**config.mk**
```make
export PLATFORM = sky130hd
export DESIGN_NAME = wb_dual_master_arbiter
export DESIGN_NICKNAME = d
export VERILOG_FILES = /design/src/rtl/wb_arb_pkg.sv /design/src/rtl/wb_ack_watchdog.sv /design/src/rtl/wb_dual_master_arbiter.sv
export SDC_FILE = /design/constraint.sdc
export NUM_CORES = 1
export LEC_CHECK = 0
export BUFFER_PORTS_ARGS = -buffer_cell sky130_fd_sc_hd__buf_2
export CAP_MARGIN = 5
export CORE_AREA = 2 2 120 122
export DETAILED_ROUTE_END_ITERATION = 8
export DIE_AREA = 0 0 122 124
export GPL_TIMING_DRIVEN = 0
export SLEW_MARGIN = 10
export SYNTH_ARGS = -nofsm -noshare
export SYNTH_HDL_FRONTEND = slang
export SYNTH_SLANG_ARGS = --single-unit
```
**constraint.sdc**
```tcl
create_clock -name clk -period 3 [get_ports clk]
set_input_delay 0.9 -clock clk [delete_from_list [all_inputs] [get_ports clk]]
set_output_delay 0.9 -clock clk [all_outputs]
set_load 0.05 [all_outputs]
```
**src/rtl/wb_arb_pkg.sv**
```systemverilog
// Shared types and grant encodings for the two-master Wishbone arbiter.
package wb_arb_pkg;

    typedef enum logic [1:0] {
        IDLE   = 2'd0,
        GRANT0 = 2'd1,
        GRANT1 = 2'd2
    } arb_state_t;

    localparam logic [1:0] GRANT_NONE = 2'b00;
    localparam logic [1:0] GRANT_M0   = 2'b01;
    localparam logic [1:0] GRANT_M1   = 2'b10;

endpackage

```
**src/rtl/wb_ack_watchdog.sv**
```systemverilog
// Counts stalled strobe cycles and emits a one-cycle timeout pulse when the
// slave fails to acknowledge within TIMEOUT_CYCLES; TIMEOUT_CYCLES = 0 disables it.
module wb_ack_watchdog #(
    parameter int unsigned TIMEOUT_CYCLES = 1024,
    parameter int unsigned TIMEOUT_WIDTH  = 16
) (
    input  logic clk,
    input  logic rst_n,
    input  logic stb,
    input  logic ack,
    input  logic clear,
    output logic timeout
);

    localparam bit                     ENABLED = (TIMEOUT_CYCLES != 0);
    localparam logic [TIMEOUT_WIDTH-1:0] LAST  = TIMEOUT_WIDTH'(TIMEOUT_CYCLES - 1);

    logic [TIMEOUT_WIDTH-1:0] count_q;
    logic                     pulse_q;
    logic                     hit;

    // The pulse cycle itself never counts, so errors are spaced a full window apart.
    assign hit = ENABLED && !clear && stb && !ack && !pulse_q && (count_q == LAST);

    always_ff @(posedge clk or negedge rst_n) begin
        if (!rst_n) begin
            count_q <= '0;
            pulse_q <= 1'b0;
        end else begin
            pulse_q <= hit;
            if (clear || !stb || ack || pulse_q || hit) begin
                count_q <= '0;
            end else begin
                count_q <= count_q + TIMEOUT_WIDTH'(1);
            end
        end
    end

    assign timeout = pulse_q;

endmodule

```
**src/rtl/wb_dual_master_arbiter.sv**
```systemverilog
// Round-robin two-master to one-slave Wishbone classic arbiter with bus lock
// for the duration of the granted master's cyc and an ack-timeout watchdog.
module wb_dual_master_arbiter
    import wb_arb_pkg::*;
#(
    parameter int unsigned ADDR_WIDTH     = 32,
    parameter int unsigned DATA_WIDTH     = 32,
    parameter int unsigned TIMEOUT_CYCLES = 1024,
    parameter int unsigned TIMEOUT_WIDTH  = 16
) (
    input  logic                  clk,
    input  logic                  rst_n,
    input  logic                  m0_cyc_i,
    input  logic                  m0_stb_i,
    input  logic                  m0_we_i,
    input  logic [ADDR_WIDTH-1:0] m0_addr_i,
    input  logic [DATA_WIDTH-1:0] m0_data_i,
    output logic [DATA_WIDTH-1:0] m0_data_o,
    output logic                  m0_ack_o,
    output logic                  m0_err_o,
    input  logic                  m1_cyc_i,
    input  logic                  m1_stb_i,
    input  logic                  m1_we_i,
    input  logic [ADDR_WIDTH-1:0] m1_addr_i,
    input  logic [DATA_WIDTH-1:0] m1_data_i,
    output logic [DATA_WIDTH-1:0] m1_data_o,
    output logic                  m1_ack_o,
    output logic                  m1_err_o,
    output logic                  s_cyc_o,
    output logic                  s_stb_o,
    output logic                  s_we_o,
    output logic [ADDR_WIDTH-1:0] s_addr_o,
    output logic [DATA_WIDTH-1:0] s_data_o,
    input  logic [DATA_WIDTH-1:0] s_data_i,
    input  logic                  s_ack_i,
    output logic [1:0]            grant_o
);

    arb_state_t state_q, state_d;
    logic       last_m1_q, last_m1_d;
    logic       req0, req1;
    logic       wd_stb, wd_clear, timeout;

    assign req0 = m0_cyc_i & m0_stb_i;
    assign req1 = m1_cyc_i & m1_stb_i;

    always_ff @(posedge clk or negedge rst_n) begin
        if (!rst_n) begin
            state_q   <= IDLE;
            last_m1_q <= 1'b1;
        end else begin
            state_q   <= state_d;
            last_m1_q <= last_m1_d;
        end
    end

    always_comb begin
        state_d   = state_q;
        last_m1_d = last_m1_q;
        unique case (state_q)
            IDLE: begin
                if (req0 && (!req1 || last_m1_q)) begin
                    state_d = GRANT0;
                end else if (req1) begin
                    state_d = GRANT1;
                end
            end
            GRANT0: begin
                if (!m0_cyc_i) begin
                    state_d   = IDLE;
                    last_m1_d = 1'b0;
                end
            end
            GRANT1: begin
                if (!m1_cyc_i) begin
                    state_d   = IDLE;
                    last_m1_d = 1'b1;
                end
            end
            default: state_d = IDLE;
        endcase
    end

    always_comb begin
        s_cyc_o   = 1'b0;
        s_stb_o   = 1'b0;
        s_we_o    = 1'b0;
        s_addr_o  = '0;
        s_data_o  = '0;
        m0_data_o = '0;
        m0_ack_o  = 1'b0;
        m0_err_o  = 1'b0;
        m1_data_o = '0;
        m1_ack_o  = 1'b0;
        m1_err_o  = 1'b0;
        grant_o   = GRANT_NONE;
        wd_stb    = 1'b0;
        wd_clear  = 1'b1;
        unique case (state_q)
            GRANT0: begin
                s_cyc_o   = m0_cyc_i;
                s_stb_o   = m0_stb_i & ~timeout;
                s_we_o    = m0_we_i;
                s_addr_o  = m0_addr_i;
                s_data_o  = m0_data_i;
                m0_data_o = s_data_i;
                m0_ack_o  = s_ack_i;
                m0_err_o  = timeout;
                grant_o   = GRANT_M0;
                wd_stb    = m0_stb_i;
                wd_clear  = ~m0_cyc_i;
            end
            GRANT1: begin
                s_cyc_o   = m1_cyc_i;
                s_stb_o   = m1_stb_i & ~timeout;
                s_we_o    = m1_we_i;
                s_addr_o  = m1_addr_i;
                s_data_o  = m1_data_i;
                m1_data_o = s_data_i;
                m1_ack_o  = s_ack_i;
                m1_err_o  = timeout;
                grant_o   = GRANT_M1;
                wd_stb    = m1_stb_i;
                wd_clear  = ~m1_cyc_i;
            end
            default: ;
        endcase
    end

    wb_ack_watchdog #(
        .TIMEOUT_CYCLES (TIMEOUT_CYCLES),
        .TIMEOUT_WIDTH  (TIMEOUT_WIDTH)
    ) u_watchdog (
        .clk     (clk),
        .rst_n   (rst_n),
        .stb     (wd_stb),
        .ack     (s_ack_i),
        .clear   (wd_clear),
        .timeout (timeout)
    );

endmodule

```
==> results.py, run 1 <==
metrics = {
    "status": {
        "status": "completed",
    },
    "clock_network": {
        "cts_buffers": 3,
        "clockBufferDepth": 2,
        "h-tree-depth": 1,
        "postCtsSetupBuffers": 0,
        "cts_hold_buf": 0,
        "cts_root_buffer": "clkbuf_16",
        "cts_sinks": 20,
        "cts_tree": "done",
        "path_clk_slew_ns": 0.06,
        "clock_latency_ns": 0.25,
    },
    "synthesis": {
        "synth_compound_area_frac": 0.226,
        "yosys.area_share.simple": 0.432,
        "synth_fa_ha_area_frac": 0.0295,
        "synth_top_family_by_area": "simple AND/OR/NAND/NOR gates",
        "synth_nets": 513,
        "synth-seq-area-share": 0.197,
        "syn_area_per_cell_um2": 7.53,
        "syn_area_um2": 2550,
        "ys_types": 34,
        "synth_seq_cells": 20,
        "muxShareOfSynthArea": 0.00393,
        "synthCells": 338,
        "yosysWarnings": 0,
        "post_synth_xor_area_fraction": 0.0482,
    },
    "sta": {
        "setup_slack_ns": 0.0825,
        "hold_viol_final": 0,
        "rsz0062_at_grt": "true",
        "hold_ws_ns": 0.477,
        "slew_headroom": 0.686,
        "setup_violations": 0,
        "worst_pin_slew_ns": 0.472,
        "finalCritPeriodShare": 0.973,
        "timing.fmax_mhz": 343,
        "skew_ns": 0.00488,
        "drv_slew": 0,
        "min_period_ns": 2.92,
    },
    "route": {
        "firstDrtPassIters": 4,
        "drc": 0,
        "wl_per_cell_um": 15.7,
        "vias_per_cell": 4.40,
        "vias": 3644,
        "routed_wl_mm": 13.0,
        "postRouteAntennaNets": 0,
        "drtIter0Drc": 273,
    },
    "placement": {
        "dp_hpwl_mm": 11.0,
        "dpl-instance-area_um2": 4300,
        "gp_congestion": 0.896,
        "io_buffers": 305,
        "place_ws_ns": -0.0879,
    },
    "critical_path": {
        "worstSetupPathType": "reg2out",
        "worstReg2RegStart": "state_q[1]",
        "r2r_cells": 7,
        "required_ns": 2.10,
        "startpoint_type": "flop",
        "cp_max_fo": 10,
        "r2r-end": "u_watchdog.count_q[13]",
        "crit_path_end_kind": "output pin",
        "ff2ff_setup_slack_ns": 1.14,
        "arrival_ns": 2.02,
    },
    "worst_hold_path": {
        "hp-class": "reg2reg",
        "holdPathStages": 1,
        "hold_path_end": "u_watchdog.count_q[0]",
        "min_from": "u_watchdog.count_q[0]",
    },
    "power": {
        "p_int_mw": 1.66,
        "switchingPower_mw": 2.77,
        "peakVddDrop_v": 0.000343,
        "swShare": 0.625,
        "power_frac_seq": 0.070,
        "pwr-share-comb": 0.868,
        "cellPowerDensity_nw_per_um2": 960,
        "power.leakage_nw": 2.41,
        "clock_power_share": 0.062,
    },
    "grt": {
        "track_usage": 0.148,
        "grt_pass1_wl_mm": 17.5,
        "overflow": 0,
        "grt_max_degree": 21,
        "grt_pass1_vias": 3154,
        "antenna_found_initial": 2,
    },
    "layout": {
        "final_cell_area_um2": 4620,
        "fin_nets": 823,
        "syn_to_final_growth_pct": 81.5,
        "fillCellCount": 1497,
        "utilization": 0.337,
        "drive_above_1_share": 0.533,
    },
    "die": {
        "num_io_pins": 306,
        "placementRows": 43,
        "core_area_um2": 13700,
        "dieArea_um2": 15100,
        "fp.dieH_um": 124,
        "start_util": 0.186,
        "fp.dieW_um": 122,
    },
    "flow_run": {
        "drv_cap": 0,
    },
}
[synth_stat cells]
master      n  area [um2]
buf_6       1        11.3
nand3_4     1        17.5
a21oi_1     3        15.0
o211ai_1    1        7.51
o21bai_4    1        18.8
and3_1      3        18.8
nand4_1     7        43.8
dfrtp_1    19         475
buf_2       6        30.0
xnor2_1     2        17.5
buf_1       6        22.5
nor2_1     18        67.6
a31oi_1     1        6.26
and2_1     70         438
nor3_1      1        5.00
o2111ai_1   1        8.76
and4_1      3        26.3
dfstp_2     1        26.3
nand3_1     3        15.0
a22o_1      1        8.76
xor2_1     12         105
clkbuf_1   20        75.1
nor2b_1    67         419
inv_1       4        15.0
nand2b_1    1        6.26
nor3b_1     2        15.0
a22oi_1    66         495
a21boi_0    1        7.51
nor4_1      1        6.26
buf_4       1        7.51
nand2_1     6        22.5
mux2i_1     1        10.0
o22ai_1     1        6.26
ha_1        6        75.1
[through the flow]
| step | instances | power [mW] | TNS (ns) |
|---|---|---|---|
| 5_1_grt | 828 | 4.68 | -0.316 |
| 6_report | 828 | 4.44 | 0 |
| 3_3_place_gp | 823 | 3.98 | -1.01 |
| 2_1_floorplan | 338 | 3.07 | 0 |
| 4_1_cts | 827 | 4.34 | 0 |
| 3_5_place_dp | 823 | 3.98 | -1.16 |
[timing repair]
item / 4_1_cts / 5_1_grt
pin swaps: 0 / 0
resized for setup: 35 / 81
endpoints found under the setup margin: 124 / 105
[worst max-delay path by stage]
stage               startpoint             to  depth (start not counted)
finish              state_q[0]  m1_data_o[27]                          7
global route        state_q[0]  m1_data_o[16]                          7
CTS                 state_q[0]  m1_data_o[22]                          7
detailed placement  state_q[0]  m1_data_o[26]                          7
global placement    state_q[0]  m1_data_o[24]                          7
floorplan           state_q[0]   s_addr_o[11]                          6
[flip-flops by register name (all words and copies together), names as in the netlist]
register	count
u_watchdog.count_q	16
state_q	2
last_m1_q	1
u_watchdog.timeout	1
[layout by cell type (no fill, tap or decap), types with 2 or more instances in the layout]
cell type / n
a21oi_1: 3
a22oi_1: 66
and2_1: 70
and3_1: 3
and4_1: 3
buf_2: 246
buf_4: 17
buf_6: 4
clkbuf_1: 5
clkbuf_16: 3
clkbuf_2: 11
clkbuf_4: 57
dfrtp_1: 19
ha_1: 4
ha_2: 2
inv_1: 4
nand2_1: 6
nand3_1: 3
nand4_1: 7
nor2_1: 18
nor2b_1: 66
xnor2_1: 2
xor2_1: 12
[layout make-up]
cell class                 instances  area [um2]  area share
buffer                            34         201      0.0436
timing repair buffer             305        1700       0.368
antenna                            1        2.50    0.000542
inverter                           4        15.0     0.00325
clock buffer                       4        78.8      0.0171
sequential                        20         502       0.109
tap                              180         225      0.0487
multi-input combinational        280        1900       0.410
[layer usage]
metal	part of all wire	track usage	routed length, um
met5	0.0010	0	13
met4	0.029	0.0460	372
met3	0.076	0.0288	986
met2	0.49	0.253	6430
met1	0.40	0.188	5230
[cell families (layout without fill, tap and decap cells)]
logic type | count (synthesis) | count (layout)
AO/OA/AOI/OAI | 76 | 76
adder cells (fa/ha/maj) | 6 | 6
AND/OR/NAND/NOR | 183 | 183
flip-flops | 20 | 20
multiplexers | 1 | 1
other | 0 | 1
XOR/XNOR | 14 | 14
buffers and inverters | 38 | 347
[critical path: stages (launching register included)]
cell and delay, ns:
dfrtp_1 0.39, inv_1 0.14, ha_2 0.27, buf_6 0.18, buf_4 0.19, clkbuf_4 0.21
and2_1 0.15, clkbuf_4 0.23
[power by group through the flow]
| stage | logic, mW | registers [mW] | clock network, mW |
|---|---|---|---|
| floorplan | 2.76 | 0.311 | 0 |
| global placement | 3.66 | 0.314 | 0 |
| detailed placement | 3.66 | 0.315 | 0 |
| CTS | 3.75 | 0.310 | 0.284 |
| global route | 4.07 | 0.312 | 0.301 |
| finish | 3.85 | 0.310 | 0.273 |
(Power assumes the default switching activity.)
==> run 2: changes to the inputs <==
CORE_AREA = 2 2 118 120   (was 2 2 120 122)
DIE_AREA = 0 0 120 122   (was 0 0 122 124)
clock period = 2.5 ns   (was 3 ns; I/O delays follow)
==> results.py, run 2 (same netlist as run 1, synthesis figures left out) <==
metrics = {
    "sta": {
        "worst_pin_slew_ns": 0.441,
        "drv_slew": 0,
        "fin_setup_tns_ns": -0.458,
        "setup_slack_ns": -0.0597,
        "rsz0062_at_grt": "true",
        "setup_violations": 24,
        "hold_ws_ns": 0.436,
        "hold_viol_final": 0,
        "skew_ns": 0.00268,
        "finalCritPeriodShare": 1.02,
        "slew_headroom": 0.706,
        "timing.fmax_mhz": 391,
        "min_period_ns": 2.56,
    },
    "layout": {
        "reg_top3": "u_watchdog.count_q (16), state_q (2)",
        "fin_nets": 834,
        "antennaDiodeCount": 0,
        "layout_common_cells": "buf_2, buf_6, buf_4, and2_1, nor2b_2",
        "drive_above_1_share": 0.710,
        "syn_to_final_growth_pct": 127,
        "regMostFlops": "u_watchdog.count_q",
        "final_cells": 838,
        "final_common_cell": "buf_2",
        "utilization": 0.428,
        "largest_reg_flops": 16,
        "final_cell_area_um2": 5780,
    },
    "clock_network": {
        "cts_tree": "done",
        "cts_buffers": 3,
        "clockBufferDepth": 2,
        "cts_root_buffer": "clkbuf_16",
        "path_clk_slew_ns": 0.05,
        "h-tree-depth": 1,
        "clock_latency_ns": 0.25,
        "cts_sinks": 20,
    },
    "placement": {
        "placed_cells": 823,
        "dpl-instance-area_um2": 4550,
        "gp_congestion": 0.861,
        "io_buffers": 305,
        "place_ws_ns": -0.513,
        "dp_hpwl_mm": 10.7,
    },
    "critical_path": {
        "cp-endpoint": "s_stb_o",
        "startpoint_type": "flop",
        "crit_path_end_kind": "output pin",
        "arrival_ns": 1.81,
        "required_ns": 1.75,
        "r2r-end": "state_q[0]",
        "worstSetupPathType": "reg2out",
        "r2r_cells": 7,
        "crit_start": "state_q[1]",
        "worstReg2RegStart": "state_q[1]",
        "cp_max_fo": 6,
        "slowest_stage": "dfrtp_1",
        "cp_cell_sequence": "buf_6 -> ha_4 -> buf_12 -> buf_12 -> mux2i_1 -> nor3b_2 -> buf_6",
        "ff2ff_setup_slack_ns": 0.73,
        "slowest_delay_ns": 0.39,
    },
    "grt": {
        "grt_pass1_vias": 3466,
        "use_met3": 0.0183,
        "antenna_found_initial": 0,
        "grt_max_degree": 21,
        "grt_pass1_wl_mm": 19.3,
        "track_usage": 0.166,
        "met2_usage": 0.307,
        "grt_util_met1": 0.215,
        "overflow": 0,
        "busiest_layer": "met2",
    },
    "route": {
        "routed_wl_mm": 14.0,
        "drtIter0Drc": 172,
        "postRouteAntennaNets": 0,
        "vias": 3749,
        "vias_per_cell": 4.47,
        "firstDrtPassIters": 4,
        "wl_per_cell_um": 16.7,
        "drc": 0,
    },
    "power": {
        "swShare": 0.552,
        "power_frac_seq": 0.056,
        "p_total_mw": 6.79,
        "clock_power_share": 0.048,
        "p_int_mw": 3.04,
        "pwr-share-comb": 0.896,
        "cellPowerDensity_nw_per_um2": 1180,
        "switchingPower_mw": 3.74,
        "peakVddDrop_v": 0.000445,
        "power.leakage_nw": 2.71,
    },
    "die": {
        "placementRows": 43,
        "core_area_um2": 13500,
        "num_io_pins": 306,
        "fp.dieH_um": 122,
        "start_util": 0.189,
        "fp.dieW_um": 120,
        "dieArea_um2": 14600,
    },
    "worst_hold_path": {
        "hp-class": "in2async",
    },
    "status": {
        "status": "finished with violations",
        "violations": "setup timing",
    },
    "flow_run": {
        "drv_cap": 0,
    },
}
[run 2: cell count changes in the layout (fill, tap and decap cells not counted), moves of 46 or more]
cell,previous run,this run
buf_2,246,175
buf_4,17,69
buf_6,4,79
clkbuf_4,57,9
nor2b_1,66,2
nor2b_2,1,47
[run 2: how the worst min path moves through the flow]
stage / start / endpoint / slack (ns) / cells past startpoint
finish: rst_n / u_watchdog.count_q[9] / 0.44 / 1
floorplan: u_watchdog.count_q[0] / u_watchdog.count_q[0] / 0.44 / 1
detailed placement: u_watchdog.count_q[0] / u_watchdog.count_q[0] / 0.47 / 1
CTS: rst_n / u_watchdog.count_q[9] / 0.46 / 1
global route: rst_n / u_watchdog.count_q[1] / 0.48 / 1
global placement: u_watchdog.count_q[0] / u_watchdog.count_q[0] / 0.46 / 1
[run 2: area by class of cell]
class	count	area, um2
buffer	34	339
multi-input combinational	280	2380
fill	1345	7730
inverter	4	15.0
sequential	20	503
timing repair buffer	316	2240
tap	180	225
clock buffer	4	78.8
[run 2: metal layers]
layer | up-vias | share of wire
met3 | 10 | 0.042
met4 | 0 | 0.012
met2 | 121 | 0.53
met1 | 1799 | 0.41
li1 | 1819 | -
met5 | - | 0
[run 2: repair_timing]
action	in CTS	in global routing
setup buffers	9	0
setup endpoints to repair	135	135
pin swaps	9	5
endpoints found under the hold margin	0	0
hold buffers	0	0
gates resized for setup	234	105
gates cloned	2	0
[run 2: power groups by stage]
stage | Clock (mW) | Sequential, mW | Combinational [mW]
detailed placement | 0 | 0.377 | 4.77
CTS | 0.339 | 0.373 | 5.76
global route | 0.352 | 0.381 | 6.35
floorplan | 0 | 0.373 | 3.67
global placement | 0 | 0.376 | 4.78
finish | 0.328 | 0.378 | 6.08
[run 2: worst max-delay path, delay by kind of cell (launching register included)]
kind                     cells  cell delay, ns
flip-flops                   1            0.39
buffers and inverters        4            0.61
adder cells (fa/ha/maj)      1            0.17
multiplexers                 1            0.12
AND/OR/NAND/NOR              1            0.27
